<file path="src/rtl/pipe_hazard_sched.sv">
// pipe_hazard_sched: pipeline stall/bubble/hold scheduler for load-use, memory wait, MDU wait and debug halt
module pipe_hazard_sched #(
  parameter int MDU_TIMEOUT = 64
) (
  input  logic        clock,
  input  logic        reset,
  input  logic        mem_req,
  input  logic        mem_ready,
  input  logic        load_use,
  input  logic        mdu_start,
  input  logic        mdu_done,
  input  logic        dbg_halt,
  input  logic        dbg_step,
  output logic        wpcir,
  output logic        idexe_bubble,
  output logic        pipe_hold,
  output logic [2:0]  state,
  output logic        mdu_err,
  output logic [15:0] stall_cnt
);
  localparam logic [2:0] RUN     = 3'd0;
  localparam logic [2:0] LDSTALL = 3'd1;
  localparam logic [2:0] MDUWAIT = 3'd2;
  localparam logic [2:0] MEMWAIT = 3'd3;
  localparam logic [2:0] HALT    = 3'd4;
  localparam int TW = $clog2(MDU_TIMEOUT) < 1 ? 1 : $clog2(MDU_TIMEOUT);
  localparam logic [TW-1:0] LAST = TW'(MDU_TIMEOUT - 1);
  logic [2:0]    state_q, state_d;
  logic [TW-1:0] tmo_q, tmo_d;
  logic          err_q, err_d;
  logic [15:0]   cnt_q, cnt_d;
  logic          w, b, h, eval;
  always_comb begin
    eval    = state_q == RUN || state_q == LDSTALL || (state_q == MEMWAIT && mem_ready);
    w       = 1'b1;
    b       = 1'b0;
    h       = 1'b0;
    state_d = RUN;
    tmo_d   = tmo_q;
    err_d   = err_q;
    if (eval) begin
      if (mem_req && !mem_ready) begin
        w       = 1'b0;
        h       = 1'b1;
        state_d = MEMWAIT;
      end else if (load_use && state_q != LDSTALL) begin
        w       = 1'b0;
        b       = 1'b1;
        state_d = LDSTALL;
      end else if (mdu_start) begin
        state_d = MDUWAIT;
        tmo_d   = '0;
      end else if (dbg_halt) begin
        w       = 1'b0;
        h       = 1'b1;
        state_d = HALT;
      end
    end else if (state_q == MEMWAIT) begin
      w       = 1'b0;
      h       = 1'b1;
      state_d = MEMWAIT;
    end else if (state_q == MDUWAIT && !mdu_done) begin
      w = 1'b0;
      h = 1'b1;
      if (tmo_q == LAST) err_d = 1'b1;
      else begin
        state_d = MDUWAIT;
        tmo_d   = tmo_q + 1'b1;
      end
    end else if (state_q == HALT) begin
      w       = dbg_step;
      h       = !dbg_step;
      state_d = dbg_halt ? HALT : RUN;
    end
    cnt_d = (!w && state_q != HALT && cnt_q != 16'hFFFF) ? cnt_q + 16'd1 : cnt_q;
  end
  always_ff @(posedge clock) begin
    if (reset) begin
      state_q <= RUN;
      tmo_q   <= '0;
      err_q   <= 1'b0;
      cnt_q   <= '0;
    end else begin
      state_q <= state_d;
      tmo_q   <= tmo_d;
      err_q   <= err_d;
      cnt_q   <= cnt_d;
    end
  end
  assign wpcir        = reset ? 1'b0 : w;
  assign idexe_bubble = reset ? 1'b1 : b;
  assign pipe_hold    = reset ? 1'b0 : h;
  assign state        = state_q;
  assign mdu_err      = err_q;
  assign stall_cnt    = cnt_q;
endmodule

</file>
<file path="config.mk">
export PLATFORM = sky130hd
export DESIGN_NAME = pipe_hazard_sched
export DESIGN_NICKNAME = d
export VERILOG_FILES = /design/src/rtl/pipe_hazard_sched.sv
export SDC_FILE = /design/constraint.sdc
export NUM_CORES = 1
export LEC_CHECK = 0
export CELL_PAD_IN_SITES_DETAIL_PLACEMENT = 1
export CELL_PAD_IN_SITES_GLOBAL_PLACEMENT = 1
export CORE_MARGIN = 8
export CORE_UTILIZATION = 39
export CTS_BUF_LIST = sky130_fd_sc_hd__clkbuf_4 sky130_fd_sc_hd__clkbuf_8 sky130_fd_sc_hd__clkbuf_16
export CTS_CLUSTER_DIAMETER = 120
export CTS_CLUSTER_SIZE = 30
export DETAILED_ROUTE_END_ITERATION = 8
export PLACE_DENSITY_LB_ADDON = 0.2
export SYNTH_ARGS = -nofsm -noshare
export SYNTH_HDL_FRONTEND = slang
export SYNTH_SLANG_ARGS = --single-unit
</file>
<file path="constraint.sdc">
create_clock -name clock -period 5.5 [get_ports clock]
set_clock_uncertainty 0.1 [all_clocks]
set_input_delay 1.375 -clock clock [delete_from_list [all_inputs] [get_ports clock]]
set_output_delay 1.375 -clock clock [all_outputs]
set_load 0.005 [all_outputs]
</file>
Word-level counts from Yosys, hierarchy flattened
Index checks and enable logic that the tools add are counted.
{"block": "classes", "add_sub_neg": 2, "multipliers": 0, "div": 0, "order_cmp": 0, "n_eq_ne": 13, "shift": 0, "muxes": 38, "n_bitwise": 2, "reduce_logical": 16}
{"cell": "$mux W6", "n": 7}
{"cell": "$mux W3", "n": 8}
{"cell": "$mux W1", "n": 22}
{"cell": "$add A16 B1 Y16 const B", "n": 1}
{"cell": "$ne A16 B16 Y1 const B", "n": 1}
{"cell": "$ne A2 B2 Y1 const B", "n": 5}
{"cell": "$add A6 B1 Y6 const B", "n": 1}
{"cell": "$eq A3 B2 Y1 const B", "n": 2}
{"cell": "$eq A6 B6 Y1 const B", "n": 1}
{"cell": "$logic_and A1 B1 Y1", "n": 6}
{"cell": "$reduce_and A6 Y1", "n": 1}
{"cell": "$logic_not A1 Y1", "n": 4}
{"cell": "$reduce_and A4 Y1", "n": 1}
{"cell": "$eq A3 B1 Y1 const B", "n": 1}
{"cell": "$eq A3 B3 Y1 const B", "n": 1}
{"cell": "$logic_not A3 Y1", "n": 1}
{"cell": "$ne A3 B1 Y1 const B", "n": 1}
{"cell": "$ne A3 B3 Y1 const B", "n": 1}
{"cell": "$logic_or A1 B1 Y1", "n": 2}
{"cell": "$mux W2", "n": 1}
{"cell": "$not A1 Y1", "n": 2}
{"cell": "$reduce_bool A2 Y1", "n": 1}
{"block": "totals", "reg_bits": 26, "latchBits": 0, "mem_bits_rw": 0, "mem_bits_ro": 0, "input_bits": 9, "output_inout_bits": 23, "word_cells": 75, "mem_count": 0}

Longest topological paths before layout
Gate-level depths: netlist of run 1.
{"block": "logic_depth", "word_depth": 8, "ltp_mapped": 6, "mapped_depth_nobuf": 6}

Worst setup path before layout of run 1
No wires, ideal clock.
{"block": "synth_timing", "path_kind": "input to output", "start": "input mem_req", "end": "output wpcir", "arrival_ps": 2121, "t_required_ps": 4025, "path_slack_ps": 1904, "cell_stages": 4, "path_buffers": 0, "cell_sequence": "nor2b_1 o22ai_1 nand2_1 a31oi_1"}
{"block": "synth_via", "elab_chain_cells": 4}
{"element": "start, declared", "line_no": "7", "source": "input logic mem_req,"}
{"element": "$logic_and A1 B1 Y1", "line_no": "42", "source": "if (mem_req && !mem_ready) begin"}
{"element": "$mux W1", "line_no": "42"}
{"element": "$mux W1", "line_no": "41", "source": "if (eval) begin"}
{"element": "$mux W1", "line_no": "90", "source": "assign wpcir = reset ? 1'b0 : w;"}
{"element": "end, declared", "line_no": "14", "source": "output logic wpcir,"}
Every way passes these cells.

Worst setup path in the final report of run 1
{"block": "layout_timing", "start": "input mem_ready", "end": "output wpcir"}
{"block": "layout_via", "elab_chain_cells": 5, "word_cells_on_any_way": 7, "classes_between": "mux (3); reduce/logical (4)"}
{"element": "start, declared", "line_no": "8", "source": "input logic mem_ready,"}
{"element": "$logic_not A1 Y1", "line_no": "42"}
{"element": "$logic_and A1 B1 Y1", "line_no": "42"}
{"element": "$mux W1", "line_no": "42"}
{"element": "$mux W1 (*)", "line_no": "41"}
{"element": "$mux W1 (*)", "line_no": "90"}
Every way passes the cells marked *; elsewhere a longest branch is shown, timed or not.

==> results of run 1 <==
-- worst paths after layout --
path / from / end / slack [ns] / depth (start not counted)
worst max-delay path: mem_ready / wpcir / 0.79 / 6
worst min-delay path: tmo_q[5] / tmo_q[5] / 0.37 / 1
worst max register to register: stall_cnt[4] / stall_cnt[2] / 3.15 / 5
worst min register to register: tmo_q[5] / tmo_q[5] / 0.37 / 1
-- layout by cell type, fill, tap and decap left out, types with 2 or more instances in the layout --
cell type / netlist / layout
or3_1: 4 / 4
nand3_1: 9 / 9
clkbuf_8: 0 / 4
and3_1: 3 / 3
o21ai_0: 20 / 20
nor2b_1: 7 / 7
a21oi_1: 17 / 17
ha_1: 2 / 2
o22ai_1: 2 / 2
and2_1: 3 / 3
or4b_1: 6 / 6
nand4_1: 3 / 3
clkdlybuf4s50_1: 0 / 31
o31ai_1: 4 / 4
nor3_1: 2 / 2
a21boi_0: 2 / 2
nand2b_1: 2 / 2
o41ai_1: 7 / 7
inv_1: 5 / 5
nand2_1: 9 / 9
a31oi_1: 3 / 3
nor3b_1: 4 / 4
nor2_1: 8 / 8
dfxtp_1: 26 / 26
a21o_1: 2 / 2
-- flip-flops by register name, indices dropped and copies added (netlist names) --
signal and flops:
stall_cnt 16, tmo_q 6, state 3, mdu_err 1
-- metal layers --
metal | track usage, % | wire [um] | share of wire, %
met3 | 2.56 | 152 | 3.4
met4 | 4.23 | 45 | 1.0
met1 | 18.6 | 2090 | 47
met2 | 24.9 | 2130 | 48
met5 | 0 | 0 | 0
-- metrics by stage --
stage	std cells	worst slack [ns]	total power (uW)
global route	253	0.618	425
finish	253	0.788	407
floorplan	175	1.90	248
detailed placement	249	0.798	283
CTS	253	0.795	410
global placement	249	0.850	280
-- cell families (layout without fill, tap and decap cells) --
| group | count (synthesis) | in the layout |
|---|---|---|
| flip-flops | 26 | 26 |
| adder cells (fa/ha/maj) | 2 | 2 |
| buffers and inverters | 11 | 41 |
| AND/OR/NAND/NOR | 68 | 68 |
| AO/OA/AOI/OAI | 68 | 68 |
-- critical path, cell delays in order --
cell and delay, ns:
clkdlybuf4s50_1 0.53, nand2_1 0.09, o22ai_1 0.43, nand2_1 0.11
a31oi_1 0.18, clkdlybuf4s50_1 0.52
-- area by class of cell --
class	count	area (um2)
Inverter	5	18.8
Tap cell	48	60.1
Multi-Input combinational cell	138	878
Timing Repair Buffer	32	318
Clock buffer	4	55.1
Fill cell	448	1760
Sequential cell	26	520
-- power by group --
group / internal [uW] / leakage [uW] / switching [uW]
Combinational: 36.5 / 0.000375 / 38.1
Sequential: 194 / 0.000210 / 10.5
Clock: 64.1 / 0.0000288 / 64.0
==> flow_summary.json, run 1 <==
{
  "cts-buffers-inserted": 3,
  "yosysTopAreaCell": "dfxtp_1",
  "fin_hold_ws_ns": 0.374,
  "grt_pass1_vias": 1536,
  "cts_root_buf": "clkbuf_8",
  "syn_area_per_cell_um2": 8.27,
  "ys_warn_count": 0,
  "viasPerCell": 5.91,
  "drt_iter0_markers": 83,
  "ys_async_sr_fraction_pct": 0,
  "rsz0062_at_grt": "false",
  "synth_xor_area_share_pct": 0,
  "vias": 1495,
  "synth_edf_count": 0,
  "grt_pass1_wl_mm": 7.51,
  "yosysUniqueCellTypes": 46,
  "period_needed_ns": 4.71,
  "wl_per_cell_um": 17.4,
  "n_antenna_cell": 0,
  "timing.fmax_mhz": 212,
  "powerDensity_mw_per_mm2": 220,
  "grt_usage_pct": 14.8,
  "htree_levels": 1,
  "setup_violations": 0,
  "finalInstanceArea_mm2": 0.00185,
  "cts_sinks": 26,
  "layout.nets": 217,
  "hold_buffers": 0,
  "yosysMostFrequentCell": "dfxtp_1",
  "hp-class": "flop to flop",
  "synth_area_leaders": "dfxtp_1, o21ai_0, a21oi_1",
  "synth_top_area_share_pct": 36.0,
  "fin_crit_sh_pct": 85.7,
  "crit_path_end_kind": "output pin",
  "ir_drop_uv": 106,
  "critPathLaunchType": "primary input",
  "syn_inst": 175,
  "drtPass1Iterations": 4,
  "dpl-instance-area_mm2": 0.00180,
  "synth-compound-area-share_pct": 29.9,
  "worstSetupPathType": "primary input to output pin",
  "die-area_mm2": 0.00591,
  "synth_top_family_by_area": "compound AO/OA/AOI/OAI gates",
  "path_clk_slew_ns": 0.09,
  "die_w_um": 76.9,
  "cap_violations": 0,
  "portBuffers": 31,
  "yosys.area_share.simple_pct": 29.1,
  "clk_latency_ns": 0.27,
  "cp.required_ns": 4.03,
  "worst_pin_slew_ns": 0.999,
  "synth_common_cells": "dfxtp_1, o21ai_0, a21oi_1",
  "ioPinCount": 32,
  "die_h_um": 76.9,
  "core_mm2": 0.00361,
  "drive_gt1_share_pct": 5.37,
  "drtAntennaViolNets": 0,
  "hpwl_mm": 3.28,
  "max_slew_margin_pct": 33.1,
  "arrival_ns": 3.24,
  "initial_core_util_pct": 40.1,
  "synth_area_mm2": 0.00145,
  "synthAdderAreaFrac_pct": 1.73,
  "cts_buffer_depth": 2,
  "overflow": 0,
  "ys_ff_latch": 26,
  "synthMuxAreaShare_pct": 0,
  "synth_top_flop_cell": "dfxtp_1",
  "cts_tree": "done",
  "cts_setup_buffers": 0,
  "rows": 22,
  "fin_util_pct": 51.3,
  "syn_nets": 186,
  "antenna_found_initial": 0,
  "ys_seq_area_share_pct": 36.0,
  "syn2layout_area_growth_pct": 27.9,
  "drt_wl_total_mm": 4.41,
  "setup_tns_ns": 0,
  "final_hold_viol_count": 0,
  "cts.repair.resized": 0,
  "report.final.slew_viol_count": 0,
  "leakage_uw": 0.000614,
  "status": "complete, no violations",
  "drc": 0,
  "crit_fanout": 6,
  "grt_start_max_net_pins": 20,
  "place.gp.congestion": 0.837
}
No activity file was read; power rests on OpenSTA's default activity.
==> run 2, diff against run 1 <==
--- a/config.mk
+++ b/config.mk
@@ -9,5 +9,5 @@
 export CELL_PAD_IN_SITES_GLOBAL_PLACEMENT = 1
 export CORE_MARGIN = 8
-export CORE_UTILIZATION = 39
+export CORE_UTILIZATION = 36
 export CTS_BUF_LIST = sky130_fd_sc_hd__clkbuf_4 sky130_fd_sc_hd__clkbuf_8 sky130_fd_sc_hd__clkbuf_16
 export CTS_CLUSTER_DIAMETER = 120
==> constraint.sdc (replaced) <==
create_clock -name clock -period 4.6 [get_ports clock]
set_clock_uncertainty 0.1 [all_clocks]
set_input_delay 0.69 -clock clock [delete_from_list [all_inputs] [get_ports clock]]
set_output_delay 0.69 -clock clock [all_outputs]
set_load 0.005 [all_outputs]
==> run 2 against run 1 <==
Compared with the run above:
- largest cell class unchanged
- flip-flop and latch count unchanged
- critical endpoint unchanged
- sequential share of layout area barely moved
- sequential power is 20% higher
- setup slack improved by 0.48 ns
- utilization shrank 4.3 points
- final cell count rose by 0.79%
==> flow_summary.json, run 2 (same netlist as run 1, synthesis figures left out) <==
{
  "arrival_ns": 2.55,
  "die-area_mm2": 0.00630,
  "dp_cells": 251,
  "setup_tns_ns": 0,
  "critical_path.slowest_cell": "clkdlybuf4s50_1",
  "worstSetupPathType": "primary input to output pin",
  "syn2layout_area_growth_pct": 28.1,
  "overflow": 0,
  "finalInstanceArea_mm2": 0.00185,
  "hold_buffers": 0,
  "powerDensity_mw_per_mm2": 260,
  "crit_path_end_kind": "output pin",
  "drive_gt1_share_pct": 5.37,
  "core_mm2": 0.00394,
  "drt_wl_total_mm": 4.42,
  "fin_crit_sh_pct": 72.5,
  "max_slew_margin_pct": 27.6,
  "path_clk_slew_ns": 0.09,
  "hpwl_mm": 3.23,
  "fin_hold_ws_ns": 0.378,
  "viasPerCell": 5.94,
  "wl_per_cell_um": 17.3,
  "drt_iter0_markers": 60,
  "timing.fmax_mhz": 300,
  "crit_start": "mem_ready",
  "hp-class": "flop to flop",
  "dpl-instance-area_mm2": 0.00180,
  "ir_drop_uv": 125,
  "place.gp.congestion": 0.821,
  "dp_slack_ns": 1.25,
  "cpPeakStageDelay_ns": 0.52,
  "htree_levels": 1,
  "clk_latency_ns": 0.27,
  "cts-buffers-inserted": 3,
  "critPathLaunchType": "primary input",
  "grt_start_max_net_pins": 21,
  "cts_buffer_depth": 2,
  "die_w_um": 79.4,
  "rows": 23,
  "cts_setup_buffers": 0,
  "instances_no_fill": 255,
  "portBuffers": 31,
  "drc": 0,
  "grt_pass1_wl_mm": 7.36,
  "largest_reg_flops": 16,
  "cap_violations": 0,
  "report.final.slew_viol_count": 0,
  "cts.repair.resized": 0,
  "n_antenna_cell": 0,
  "setup_violations": 0,
  "layout.nets": 217,
  "final_hold_viol_count": 0,
  "cp.required_ns": 3.81,
  "cts_sinks": 26,
  "grt_usage_pct": 14.5,
  "initial_core_util_pct": 36.7,
  "most-common-layout-cells": "clkdlybuf4s50_1, dfxtp_1, o21ai_0, a21oi_1",
  "rsz0062_at_grt": "false",
  "cts_tree": "done",
  "leakage_uw": 0.000614,
  "vias": 1515,
  "drtAntennaViolNets": 0,
  "period_needed_ns": 3.34,
  "r2r_start": "stall_cnt[10]",
  "setup_ws_ns": 1.26,
  "worst_pin_slew_ns": 1.08,
  "status": "complete, no violations",
  "grt_pass1_vias": 1499,
  "drtPass1Iterations": 4,
  "cts_root_buf": "clkbuf_8",
  "final_common_cell": "clkdlybuf4s50_1",
  "die_h_um": 79.4,
  "antenna_found_initial": 0,
  "hp-start": "tmo_q[5]",
  "crit_chain": "clkdlybuf4s50_1, nand2_1, o22ai_1, nand2_1, a31oi_1, clkdlybuf4s50_1",
  "ioPinCount": 32,
  "crit_fanout": 6
}
run 2: cell counts in the layout (fill, tap and decap cells not counted):
No cell type changed its count.
run 2: through the flow:
| step | utilization (%) | total power [uW] |
|---|---|---|
| final | 47.0 | 483 |
| after global routing | 47.0 | 509 |
| after CTS | 47.0 | 490 |
| after detailed placement | 45.6 | 339 |
| after global placement | 45.6 | 336 |
| after floorplan | - | 297 |
run 2: critical path, delay by kind of cell:
kind / cells / cell delay [ns]
AOI/OAI and AO/OA: 2 / 0.63
buffers and inverters: 2 / 1.04
and+or+nand+nor: 2 / 0.18
run 2: report_power, final:
group | total, uW | internal, uW | switching (uW)
registers | 244 | 232 | 11.9
clock network | 149 | 76.6 | 72.8
logic | 89.3 | 43.6 | 45.7
total | 483 | 352 | 130
run 2: layout make-up:
class | count | area (um2)
flip-flops and latches | 26 | 520
repair buffers | 32 | 318
clock buffers | 4 | 55.1
inverters | 5 | 18.8
multi-input cells | 138 | 878
well taps | 50 | 62.6
fillers | 470 | 2090
run 2: path summary, 6_finish.rpt:
path                  end  slack (ns)  cells after the start
max                 wpcir        1.26                      6
min              tmo_q[5]        0.38                      1
max reg2reg  stall_cnt[2]        2.15                      5
min reg2reg      tmo_q[5]        0.38                      1
run 2: routing by layer:
layer / track usage [%] / vias to the layer above / routed length (um)
met1: 17.8 / 733 / 2040
li1: - / 741 / -
met4: 7.22 / 0 / 98
met2: 23.2 / 33 / 2080
met5: 0 / - / 0
met3: 3.15 / 8 / 200
==> run 3, diff against run 2 <==
Clock period 4.6 ns to 3.1 ns, I/O delays scaled along.
==> run 3 against run 2 <==
Compared with the run above:
- non-clock buffer count grew 2
- count of clock-buffer cells in the layout shrank 1
- worst hold slack gained 0.011 ns
- cell area is essentially flat
- highest routed layer unchanged
- clock power grew 35%
- utilization is essentially flat
- largest cell class unchanged
- register-to-register slack lost 1.3 ns
- wire length shrank 0.66%
==> flow_summary.json, run 3 (same netlist as run 1, synthesis figures left out) <==
{
  "status": "complete, no violations",
  "syn2layout_area_growth_pct": 28.2,
  "period_needed_ns": 2.75,
  "worstSetupPathType": "primary input to output pin",
  "drc": 0,
  "max_slew_margin_pct": 60.5,
  "rsz0062_at_grt": "false",
  "htree_levels": 1,
  "core_mm2": 0.00394,
  "final_common_cell": "clkdlybuf4s50_1",
  "hpwl_mm": 3.31,
  "ir_drop_uv": 197,
  "global_route.usage.met2_pct": 23.8,
  "grt_start_max_net_pins": 20,
  "grt_usage_pct": 14.0,
  "n_antenna_cell": 0,
  "most-common-layout-cells": "clkdlybuf4s50_1, dfxtp_1, o21ai_0, a21oi_1",
  "grt_pass1_wl_mm": 7.19,
  "layout.nets": 219,
  "grt_pass1_vias": 1496,
  "power_uw": 697,
  "busiest_layer": "met2",
  "cts_setup_buffers": 0,
  "path_clk_slew_ns": 0.09,
  "die_h_um": 79.4,
  "cts_buffer_depth": 2,
  "cts.repair.resized": 0,
  "portBuffers": 31,
  "leakage_uw": 0.000617,
  "final_hold_viol_count": 0,
  "initial_core_util_pct": 36.7,
  "fin_crit_sh_pct": 88.8,
  "place.gp.congestion": 0.847,
  "wl_per_cell_um": 17.2,
  "die_w_um": 79.4,
  "crit_fanout": 5,
  "setup_tns_ns": 0,
  "rows": 23,
  "hp-class": "flop to flop",
  "instances_no_fill": 256,
  "arrival_ns": 2.19,
  "worst_pin_slew_ns": 0.589,
  "cts-buffers-inserted": 3,
  "cts_sinks": 26,
  "crit_path_end_kind": "output pin",
  "setup_violations": 0,
  "cts_tree": "done",
  "use_met3_pct": 3.38,
  "dpl-instance-area_mm2": 0.00181,
  "timing.fmax_mhz": 363,
  "cts_root_buf": "clkbuf_8",
  "largest_reg_flops": 16,
  "drive_gt1_share_pct": 5.83,
  "vias": 1515,
  "overflow": 0,
  "cap_violations": 0,
  "viasPerCell": 5.92,
  "ioPinCount": 32,
  "drt_iter0_markers": 30,
  "cp.required_ns": 2.53,
  "report.final.slew_viol_count": 0,
  "critPathLaunchType": "primary input",
  "hold_buffers": 0,
  "drt_wl_total_mm": 4.39,
  "finalInstanceArea_mm2": 0.00185,
  "clk_latency_ns": 0.28,
  "drtPass1Iterations": 4,
  "antenna_found_initial": 0,
  "die-area_mm2": 0.00630,
  "powerDensity_mw_per_mm2": 376,
  "globalRouteMet1Util_pct": 16.9,
  "drtAntennaViolNets": 0,
  "dp_cells": 253
}
run 3: cell types whose count changed in the layout (fill, tap and decap cells not counted), sizes merged:
cell,change
buf,+2
clkbuf,-1
run 3: final cells by class:
| type | count | area [um2] |
|---|---|---|
| tap | 50 | 62.6 |
| fill | 458 | 2090 |
| clock buffer | 3 | 41.3 |
| timing repair buffer | 34 | 333 |
| multi-input combinational | 138 | 878 |
| sequential | 26 | 520 |
| inverter | 5 | 18.8 |
run 3: through the flow:
| step | setup WS, ns | util, % | hold slack (ns) |
|---|---|---|---|
| 5_1_grt | 0.252 | 47.0 | 0.420 |
| 3_3_place_gp | 0.383 | 46.0 | 0.352 |
| 3_5_place_dp | 0.344 | 46.0 | 0.378 |
| 6_report | 0.348 | 47.0 | 0.389 |
| 2_1_floorplan | 1.21 | - | 0.334 |
| 4_1_cts | 0.332 | 47.0 | 0.400 |
run 3: power by group:
group / internal, uW / switching (uW) / total [uW]
registers: 344 / 18.1 / 362
logic: 67.3 / 66.2 / 133
clock network: 87.4 / 114 / 201
total: 499 / 198 / 697
run 3: path summary, 6_finish.rpt:
kind | startpoint | endpoint | slack [ns] | depth (start not counted)
worst min register to register | mdu_err | mdu_err | 0.39 | 2
worst max-delay path | mdu_start | wpcir | 0.35 | 6
worst max register to register | state[2] | stall_cnt[11] | 0.85 | 6
worst min-delay path | mdu_err | mdu_err | 0.39 | 2
run 3: critical path: stages:
cell             delay, ns
clkdlybuf4s50_1       0.52
nor2b_1               0.06
a21oi_1               0.33
nand2_1               0.11
a31oi_1               0.17
clkdlybuf4s50_1       0.52
run 3: per-layer routing:
metal | share of wire [%] | vias up
met1 | 48 | 750
li1 | - | 737
met3 | 4.3 | 4
met5 | 0 | -
met2 | 47 | 24
met4 | 1.3 | 0
